**src/rtl/coprosit_offload_queue.sv**
```systemverilog
// Commit-gated offload queue: holds issued X-interface instructions in a circular
// buffer and releases them to the coprosit pipeline in issue order once committed.
module coprosit_offload_queue #(
    parameter int DEPTH       = 4,
    parameter int ID_WIDTH    = 4,
    parameter int INSTR_WIDTH = 32,
    parameter int NUM_RS      = 2,
    parameter int RS_WIDTH    = 32,
    parameter int FORWARDING  = 1
) (
    input  logic                         clk_i,
    input  logic                         rst_i,
    input  logic                         issue_valid_i,
    output logic                         issue_ready_o,
    input  logic [ID_WIDTH-1:0]          issue_id_i,
    input  logic [INSTR_WIDTH-1:0]       issue_instr_i,
    input  logic [NUM_RS*RS_WIDTH-1:0]   issue_rs_i,
    input  logic                         commit_valid_i,
    input  logic [ID_WIDTH-1:0]          commit_id_i,
    input  logic                         commit_kill_i,
    output logic                         disp_valid_o,
    input  logic                         disp_ready_i,
    output logic [ID_WIDTH-1:0]          disp_id_o,
    output logic [INSTR_WIDTH-1:0]       disp_instr_o,
    output logic [NUM_RS*RS_WIDTH-1:0]   disp_rs_o,
    output logic [$clog2(DEPTH+1)-1:0]   occupancy_o
);

    localparam int PTR_W = (DEPTH > 1) ? $clog2(DEPTH) : 1;
    localparam int CNT_W = $clog2(DEPTH + 1);
    localparam int RSW   = NUM_RS * RS_WIDTH;

    logic [DEPTH-1:0]       valid_q;
    logic [DEPTH-1:0]       committed_q;
    logic [DEPTH-1:0]       killed_q;
    logic [ID_WIDTH-1:0]    id_q    [DEPTH];
    logic [INSTR_WIDTH-1:0] instr_q [DEPTH];
    logic [RSW-1:0]         rs_q    [DEPTH];

    logic [PTR_W-1:0] rd_ptr;
    logic [PTR_W-1:0] wr_ptr;
    logic [CNT_W-1:0] count;

    logic             push;
    logic             pop;
    logic             head_live;
    logic             head_fwd;
    logic             eff_commit;
    logic             eff_kill;
    logic             new_hit;
    logic [DEPTH-1:0] commit_hit;

    function automatic logic [PTR_W-1:0] next_ptr(input logic [PTR_W-1:0] p);
        return (p == PTR_W'(DEPTH - 1)) ? '0 : p + 1'b1;
    endfunction

    assign issue_ready_o = (count < CNT_W'(DEPTH));
    assign push          = issue_valid_i && issue_ready_o;
    assign new_hit       = commit_valid_i && (commit_id_i == issue_id_i);

    always_comb begin
        for (int i = 0; i < DEPTH; i++) begin
            commit_hit[i] = commit_valid_i && valid_q[i] && (id_q[i] == commit_id_i)
                            && !committed_q[i] && !killed_q[i];
        end
    end

    // A head whose flags are already set ignores further commit/kill, which keeps an offered head stable.
    assign head_live  = (count != '0);
    assign head_fwd   = (FORWARDING != 0) && head_live && commit_valid_i
                        && (commit_id_i == id_q[rd_ptr])
                        && !committed_q[rd_ptr] && !killed_q[rd_ptr];
    assign eff_commit = head_live && (committed_q[rd_ptr] || (head_fwd && !commit_kill_i));
    assign eff_kill   = head_live && (killed_q[rd_ptr] || (head_fwd && commit_kill_i));
    assign pop        = eff_kill || (eff_commit && disp_ready_i);

    always_ff @(posedge clk_i) begin
        if (rst_i) begin
            valid_q     <= '0;
            committed_q <= '0;
            killed_q    <= '0;
            rd_ptr      <= '0;
            wr_ptr      <= '0;
            count       <= '0;
        end else begin
            for (int i = 0; i < DEPTH; i++) begin
                if (pop && (PTR_W'(i) == rd_ptr)) begin
                    valid_q[i]     <= 1'b0;
                    committed_q[i] <= 1'b0;
                    killed_q[i]    <= 1'b0;
                end else if (commit_hit[i]) begin
                    committed_q[i] <= !commit_kill_i;
                    killed_q[i]    <= commit_kill_i;
                end
                if (push && (PTR_W'(i) == wr_ptr)) begin
                    valid_q[i]     <= 1'b1;
                    committed_q[i] <= new_hit && !commit_kill_i;
                    killed_q[i]    <= new_hit && commit_kill_i;
                end
            end
            if (push) wr_ptr <= next_ptr(wr_ptr);
            if (pop)  rd_ptr <= next_ptr(rd_ptr);
            case ({push, pop})
                2'b10:   count <= count + 1'b1;
                2'b01:   count <= count - 1'b1;
                default: count <= count;
            endcase
        end
    end

    always_ff @(posedge clk_i) begin
        if (push) begin
            id_q[wr_ptr]    <= issue_id_i;
            instr_q[wr_ptr] <= issue_instr_i;
            rs_q[wr_ptr]    <= issue_rs_i;
        end
    end

    assign disp_valid_o = eff_commit;
    assign disp_id_o    = eff_commit ? id_q[rd_ptr]    : '0;
    assign disp_instr_o = eff_commit ? instr_q[rd_ptr] : '0;
    assign disp_rs_o    = eff_commit ? rs_q[rd_ptr]    : '0;
    assign occupancy_o  = count;

endmodule

```
**config.mk**
```make
export PLATFORM = sky130hd
export DESIGN_NAME = coprosit_offload_queue
export DESIGN_NICKNAME = d
export VERILOG_FILES = /design/src/rtl/coprosit_offload_queue.sv
export SDC_FILE = /design/constraint.sdc
export NUM_CORES = 1
export LEC_CHECK = 0
export CORE_ASPECT_RATIO = 2
export CORE_UTILIZATION = 30
export DETAILED_ROUTE_END_ITERATION = 12
export SKIP_LAST_GASP = 1
export SLEW_MARGIN = 10
export SYNTH_ARGS = -nofsm -noshare
export SYNTH_HDL_FRONTEND = slang
export SYNTH_SLANG_ARGS = --single-unit
```
**constraint.sdc**
```tcl
create_clock -name clk_i -period 3.3 [get_ports clk_i]
set_clock_uncertainty 0.15 [all_clocks]
set_input_delay 0.33 -clock clk_i [delete_from_list [all_inputs] [get_ports clk_i]]
set_output_delay 0.33 -clock clk_i [all_outputs]
set_load 0.1 [all_outputs]
```
==> results of run 1 <==
-- metrics by stage --
stage / std cells / setup TNS (ns) / area [um^2]
after floorplan: 801 / -49.01 / 16600
after global placement: 1677 / 0 / 20800
after detailed placement: 1677 / 0 / 20800
after CTS: 1762 / -11.06 / 22800
after global routing: 1764 / -26.04 / 23100
final: 1764 / -12.10 / 23100
-- placed cells by master, fill, tap and decap left out, types with 2 or more instances in the layout --
cell,instances
nor4_1,4
clkbuf_16,45
or3_1,2
nand2_1,10
a2111oi_2,2
nor3_1,7
nor2b_1,2
ha_1,9
clkinvlp_4,6
clkinv_2,8
a31oi_1,8
a2111oi_0,6
nor2b_4,93
a21o_1,4
a311oi_1,4
clkbuf_1,8
dfxtp_1,17
clkdlybuf4s50_1,113
clkinv_1,4
edfxtp_1,400
dfxtp_4,3
nor2_4,4
nor2_1,13
buf_16,9
xor2_1,21
inv_1,13
mux4_2,102
nor2b_2,2
o21bai_1,4
a21oi_1,4
buf_6,3
buf_4,20
buf_12,116
xnor2_2,4
-- cells by family after synthesis --
kind of cell               count (synthesis)  synth area share, %
xor gates and xnor gates                  26                 1.38
AOI/OAI and AO/OA                         37                 1.71
DFF                                      421                 75.2
muxes                                    103                 14.0
adders and majority gates                 10                0.803
buffers and inverters                     60                 1.87
and+or+nand+nor                          144                 5.02
-- state kept, by name (all words and copies together) (netlist names), named ones only --
signal,flops
committed_q,4
id_q,16
instr_q,128
killed_q,4
occupancy_o,3
rd_ptr,2
rs_q,256
valid_q,4
wr_ptr,2
-- repair_timing --
item,in CTS,in global routing
hold buffers,0,0
setup endpoints to repair,101,101
resized for setup,142,54
cloned,10,5
pin swaps,0,4
setup buffers,12,0
-- area by class of cell --
cell class / count / area, um^2 / area share, %
clock buffer: 49 / 1060 / 4.58
multi-input combinational: 320 / 4570 / 19.8
inverter: 19 / 90.1 / 0.391
tap: 676 / 846 / 3.67
clock inverter: 14 / 73.8 / 0.320
timing repair buffer: 265 / 3990 / 17.3
sequential: 421 / 12400 / 54.0
-- power by group through the flow --
stage	Sequential, mW	Combinational, mW	Clock (mW)
detailed placement	6.25	0.794	0
finish	6.13	0.864	4.14
floorplan	6.27	0.386	0
CTS	6.13	0.858	4.29
global route	6.15	0.921	4.44
global placement	6.23	0.780	0
-- path summary, 6_finish.rpt --
path                     to  cells after the start  slack (ns)           start
max           disp_rs_o[42]                     10       -0.19        register
min             rs_q[1][47]                      1        0.27  issue_rs_i[47]
max reg2reg  occupancy_o[2]                     11        0.19        register
min reg2reg      valid_q[3]                      2        0.35      valid_q[3]
-- metal layers --
| layer | routed length, um | part of all wire, % | global-route usage (%) | vias up |
|---|---|---|---|---|
| met5 | 0 | 0 | 0 | - |
| met4 | 1120 | 2.8 | 5.49 | 0 |
| met3 | 1880 | 4.7 | 2.57 | 60 |
| met2 | 22300 | 55 | 27.2 | 234 |
| met1 | 15000 | 37 | 15.7 | 4352 |
| li1 | - | - | - | 3738 |
==> results.py, run 1 <==
metrics = {
    "status": {
        "status": "finished, violations left",
        "violations": "setup timing",
    },
    "grt": {
        "overflow": 0,
        "antenna_found_initial": 0,
        "grt_pass1_wl_um": 59100,
        "grt_max_degree": 78,
        "track_usage_pct": 14.4,
        "grt_pass1_vias": 9082,
    },
    "timing": {
        "fmax_ghz": 0.286,
        "period_needed_ns": 3.49,
        "setup_viol": 101,
        "slew_headroom_pct": 33.5,
        "worst_pin_slew_ns": 0.995,
        "timing.hold.ws_ns": 0.273,
        "rsz0062_at_grt": "yes",
        "finalCritPeriodShare_pct": 106,
        "hold_viol_final": 0,
        "finalWorstSetupSlack_ns": -0.195,
        "slew_viol_final": 0,
    },
    "critical_path": {
        "cp_common_cell": "buf_12",
        "cp_slowest_stage_delay_ns": 0.56,
        "crit_buf_inv": 4,
        "cp_slowest_cell": "mux4_2",
        "startpoint_type": "register",
        "critPathRequiredTime_ns": 2.82,
        "criticalPathCategory": "reg -> out",
        "critPathMaxFanout": 7,
        "cp-end-kind": "output pin",
        "critPathArrivalTime_ns": 3.01,
        "worstPathCellList": "mux4_2 > xnor2_2 > nand3_2 > nor3_4 > o21ai_4 > buf_12 > buf_16 > buf_12 > nor2b_4 > buf_12",
        "cp_top_family": "buffers and inverters",
    },
    "detailed_routing": {
        "drtIter0Drc": 583,
        "wire_per_inst_um": 22.9,
        "vias": 8384,
        "via_per_inst": 4.75,
        "wirelength_um": 40300,
        "dr.pass1.iters": 5,
        "detail-route-antenna-nets": 0,
        "remaining_drc_errors": 0,
    },
    "power_and_ir_drop": {
        "p_clk_share_pct": 37.2,
        "power.switching_mw": 2.37,
        "power_frac_comb_pct": 7.8,
        "cell_internal_pwr_mw": 8.76,
        "p_total_mw": 11.1,
        "leakage_nw": 7.58,
        "ir_drop_v": 0.000387,
        "seqPwrFrac_pct": 55.1,
        "power_per_cell_area_mw_per_mm2": 483,
        "sw_frac_of_total_pct": 21.3,
    },
    "logic_synthesis": {
        "synth_most_common_cell": "edfxtp_1",
        "yosysWarnings": 0,
        "ys_top_cells_by_count": "edfxtp_1, mux4_2, nor2b_1, clkbuf_1",
        "synthTopCellsByArea": "edfxtp_1, mux4_2, nor2b_1",
        "yosysTopAreaCell": "edfxtp_1",
        "synthArstFlopShare_pct": 0,
        "yosysUniqueCellTypes": 37,
        "syn-num-nets": 921,
        "syn_inst": 801,
        "postSynthAreaPerCell_um2": 20.6,
        "syn_area_mm2": 0.0165,
        "ys_ff_latch": 421,
        "synth_flop_cell": "edfxtp_1",
        "synth_edf_count": 400,
        "synth_top_area_share_pct": 72.7,
        "yosysSeqAreaShare_pct": 75.2,
    },
    "clock_network": {
        "htree_levels": 2,
        "clkTransAtPathRegs_ns": 0.07,
        "clkLatencyLatePin_ns": 0.54,
        "cts_sinks": 421,
        "clockBufferDepth": 3,
        "cts_root_buffer": "clkbuf_16",
        "cts_tree": "yes",
        "cts_made_buffers": 39,
    },
    "cells_and_area": {
        "utilization_pct": 42.4,
        "area_delta_synth_final_pct": 39.6,
        "nets": 1186,
        "fill_cells": 4688,
        "drive_gt1_share_pct": 39.2,
        "antenna_cells": 0,
    },
    "floorplanning": {
        "dieHeight_um": 334,
        "core_mm2": 0.0544,
        "dieArea_mm2": 0.0561,
        "die_w_um": 168,
        "ios": 215,
        "core.rowCount": 121,
        "start_util_pct": 30.4,
    },
    "place": {
        "hpwlAfterDp_um": 22900,
        "portBuffers": 214,
        "pre_cts_slack_ns": 0.125,
        "gp_congestion": 0.834,
    },
    "min_path": {
        "hp-class": "in -> reg",
    },
    "run": {
        "max_cap_violations": 0,
    },
}
(Power assumes the default switching activity.)
==> run 2, diff against run 1 <==
--- a/config.mk
+++ b/config.mk
@@ -6,8 +6,10 @@
 export NUM_CORES = 1
 export LEC_CHECK = 0
 export CORE_ASPECT_RATIO = 2
+export CORE_MARGIN = 4
 export CORE_UTILIZATION = 30
 export DETAILED_ROUTE_END_ITERATION = 12
+export PLACE_DENSITY_LB_ADDON = 0.3
 export SKIP_LAST_GASP = 1
 export SLEW_MARGIN = 10
 export SYNTH_ARGS = -nofsm -noshare
==> run 2 against run 1 <==
Net effect:
- the run still ends with setup timing left
- die area is 5.4% higher
- critical path depth decreased by 1
- cell area decreased by 2.4%
- global-route usage decreased by 1.9 points
- utilization is 1.1 points lower
- first-iteration DRC count decreased by 32%
- wire length decreased by 5.2%
- total power grew 2.0%
- sequential share of layout area increased by 1.3 points
- setup slack better by 0.013 ns
- clock power is 6.3% higher
- critical path type unchanged
- critical endpoint is now disp_rs_o[55]
==> results.py, run 2 (synthesis results as in run 1) <==
metrics = {
    "cells_and_area": {
        "utilization_pct": 41.3,
        "largest_reg_flops": 256,
        "layout_commonest_cell": "edfxtp_1",
        "area_delta_synth_final_pct": 36.3,
        "drive_gt1_share_pct": 37.4,
        "most-common-layout-cells": "edfxtp_1, buf_12, clkdlybuf4s50_1",
        "instances_no_fill": 1759,
        "nets": 1173,
        "reg_top3": "rs_q (256), instr_q (128), id_q (16)",
        "largest-register": "rs_q",
    },
    "grt": {
        "grt_pass1_wl_um": 56200,
        "overflow": 0,
        "track_usage_pct": 12.5,
        "grt_pass1_vias": 9311,
        "grt_max_degree": 61,
        "antenna_found_initial": 3,
    },
    "critical_path": {
        "cp_top_family": "multiplexers",
        "startpoint_type": "register",
        "criticalPathCategory": "reg -> out",
        "critPathMaxFanout": 49,
        "rrSetupSlack_ns": 0.09,
        "critPathArrivalTime_ns": 3.00,
        "cp_slowest_cell": "mux4_2",
        "worstPathCellList": "mux4_2 > xnor2_2 > nand3_2 > nor3_4 > o21ai_4 > buf_12 > nor2b_1 > buf_4 > buf_12",
        "cp_common_cell": "buf_12",
        "cp-end-kind": "output pin",
        "crit_buf_inv": 3,
        "cp_slowest_stage_delay_ns": 0.56,
        "critPathRequiredTime_ns": 2.82,
    },
    "place": {
        "pre_cts_slack_ns": 0.175,
        "dp.cells": 1680,
        "hpwlAfterDp_um": 23500,
        "gp_congestion": 0.797,
        "portBuffers": 214,
    },
    "floorplanning": {
        "die_w_um": 174,
        "core.rowCount": 121,
        "core_mm2": 0.0545,
        "start_util_pct": 30.3,
        "ios": 215,
        "dieHeight_um": 340,
        "dieArea_mm2": 0.0591,
    },
    "detailed_routing": {
        "detail-route-antenna-nets": 0,
        "wirelength_um": 38300,
        "dr.pass1.iters": 4,
        "vias": 8299,
        "drtIter0Drc": 395,
        "via_per_inst": 4.72,
        "wire_per_inst_um": 21.7,
        "remaining_drc_errors": 0,
    },
    "min_path": {
        "hp-class": "in -> reg",
    },
    "clock_network": {
        "clockBufferDepth": 3,
        "htree_levels": 2,
        "clkTransAtPathRegs_ns": 0.06,
        "cts_root_buffer": "clkbuf_16",
        "cts_hold_buffers": 0,
        "clkLatencyLatePin_ns": 0.54,
        "cts_sinks": 421,
        "cts_tree": "yes",
        "cts_made_buffers": 39,
    },
    "power_and_ir_drop": {
        "cell_internal_pwr_mw": 8.97,
        "power_frac_comb_pct": 7.2,
        "power.switching_mw": 2.38,
        "seqPwrFrac_pct": 54.0,
        "p_clk_share_pct": 38.8,
        "leakage_nw": 7.27,
        "sw_frac_of_total_pct": 21.0,
        "p_total_mw": 11.3,
        "power_per_cell_area_mw_per_mm2": 504,
        "ir_drop_v": 0.000385,
    },
    "run": {
        "max_cap_violations": 0,
    },
    "timing": {
        "worst_pin_slew_ns": 0.965,
        "rsz0062_at_grt": "yes",
        "setup_viol": 98,
        "hold_viol_final": 0,
        "finalCritPeriodShare_pct": 106,
        "finalWorstSetupSlack_ns": -0.182,
        "slew_viol_final": 0,
        "period_needed_ns": 3.48,
        "setup_tns_ns": -8.51,
        "fmax_ghz": 0.287,
        "slew_headroom_pct": 35.5,
    },
    "status": {
        "violations": "setup timing",
        "status": "finished, violations left",
    },
}
==> run 2: area by class of cell <==
| class | instances | area [um^2] |
|---|---|---|
| diodes | 2 | 5.00 |
| clock buffers | 53 | 1130 |
| clock inverters | 16 | 118 |
| fillers | 4809 | 32000 |
| inverters | 19 | 90.1 |
| multi-input cells | 320 | 4260 |
| flip-flops and latches | 421 | 12400 |
| well taps | 676 | 846 |
| repair buffers | 252 | 3620 |
==> run 2: final timing paths <==
path / startpoint / to / cells after the start
max: register / disp_rs_o[55] / 9
max reg2reg: register / occupancy_o[2] / 12
min: issue_rs_i[42] / rs_q[0][42] / 1
min reg2reg: valid_q[3] / valid_q[3] / 2
==> run 2: worst register-to-register path, delay by kind of cell, from the launching register on <==
| family | cells | cell delay, ns |
|---|---|---|
| multiplexers | 1 | 0.56 |
| AO/OA/AOI/OAI | 2 | 0.33 |
| buffers and inverters | 3 | 0.30 |
| flip-flops | 1 | 0.40 |
| adder cells (fa/ha/maj) | 2 | 0.58 |
| AND/OR/NAND/NOR | 2 | 0.41 |
| XOR/XNOR | 2 | 0.40 |
==> run 2: power groups by stage <==
| stage | registers [mW] | clock network (mW) | logic [mW] |
|---|---|---|---|
| 4_1_cts | 6.13 | 4.58 | 0.808 |
| 3_3_place_gp | 6.23 | 0 | 0.778 |
| 2_1_floorplan | 6.27 | 0 | 0.386 |
| 3_5_place_dp | 6.25 | 0 | 0.790 |
| 6_report | 6.13 | 4.40 | 0.816 |
| 5_1_grt | 6.14 | 4.78 | 0.873 |
==> run 2: repair_timing <==
| action | in CTS | in global routing |
|---|---|---|
| setup endpoints to repair | 101 | 101 |
| pin swaps | 1 | 1 |
| gates resized for setup | 42 | 71 |
| buffers inserted | 1 | 3 |
| cloned | 0 | 4 |
==> run 2: per-stage QoR <==
step	hold slack, ns	cell area, um^2
6_report	0.266	22500
3_3_place_gp	0.338	20800
4_1_cts	0.232	22100
2_1_floorplan	0.279	16600
3_5_place_dp	0.347	20800
5_1_grt	0.250	22500
==> run 2: layer usage <==
metal / global-route usage, % / up-vias / share of wire [%]
li1: - / 3719 / -
met1: 13.9 / 4318 / 37
met2: 23.6 / 218 / 56
met3: 2.43 / 44 / 4.4
met4: 4.28 / 0 / 2.4
met5: 0 / - / 0
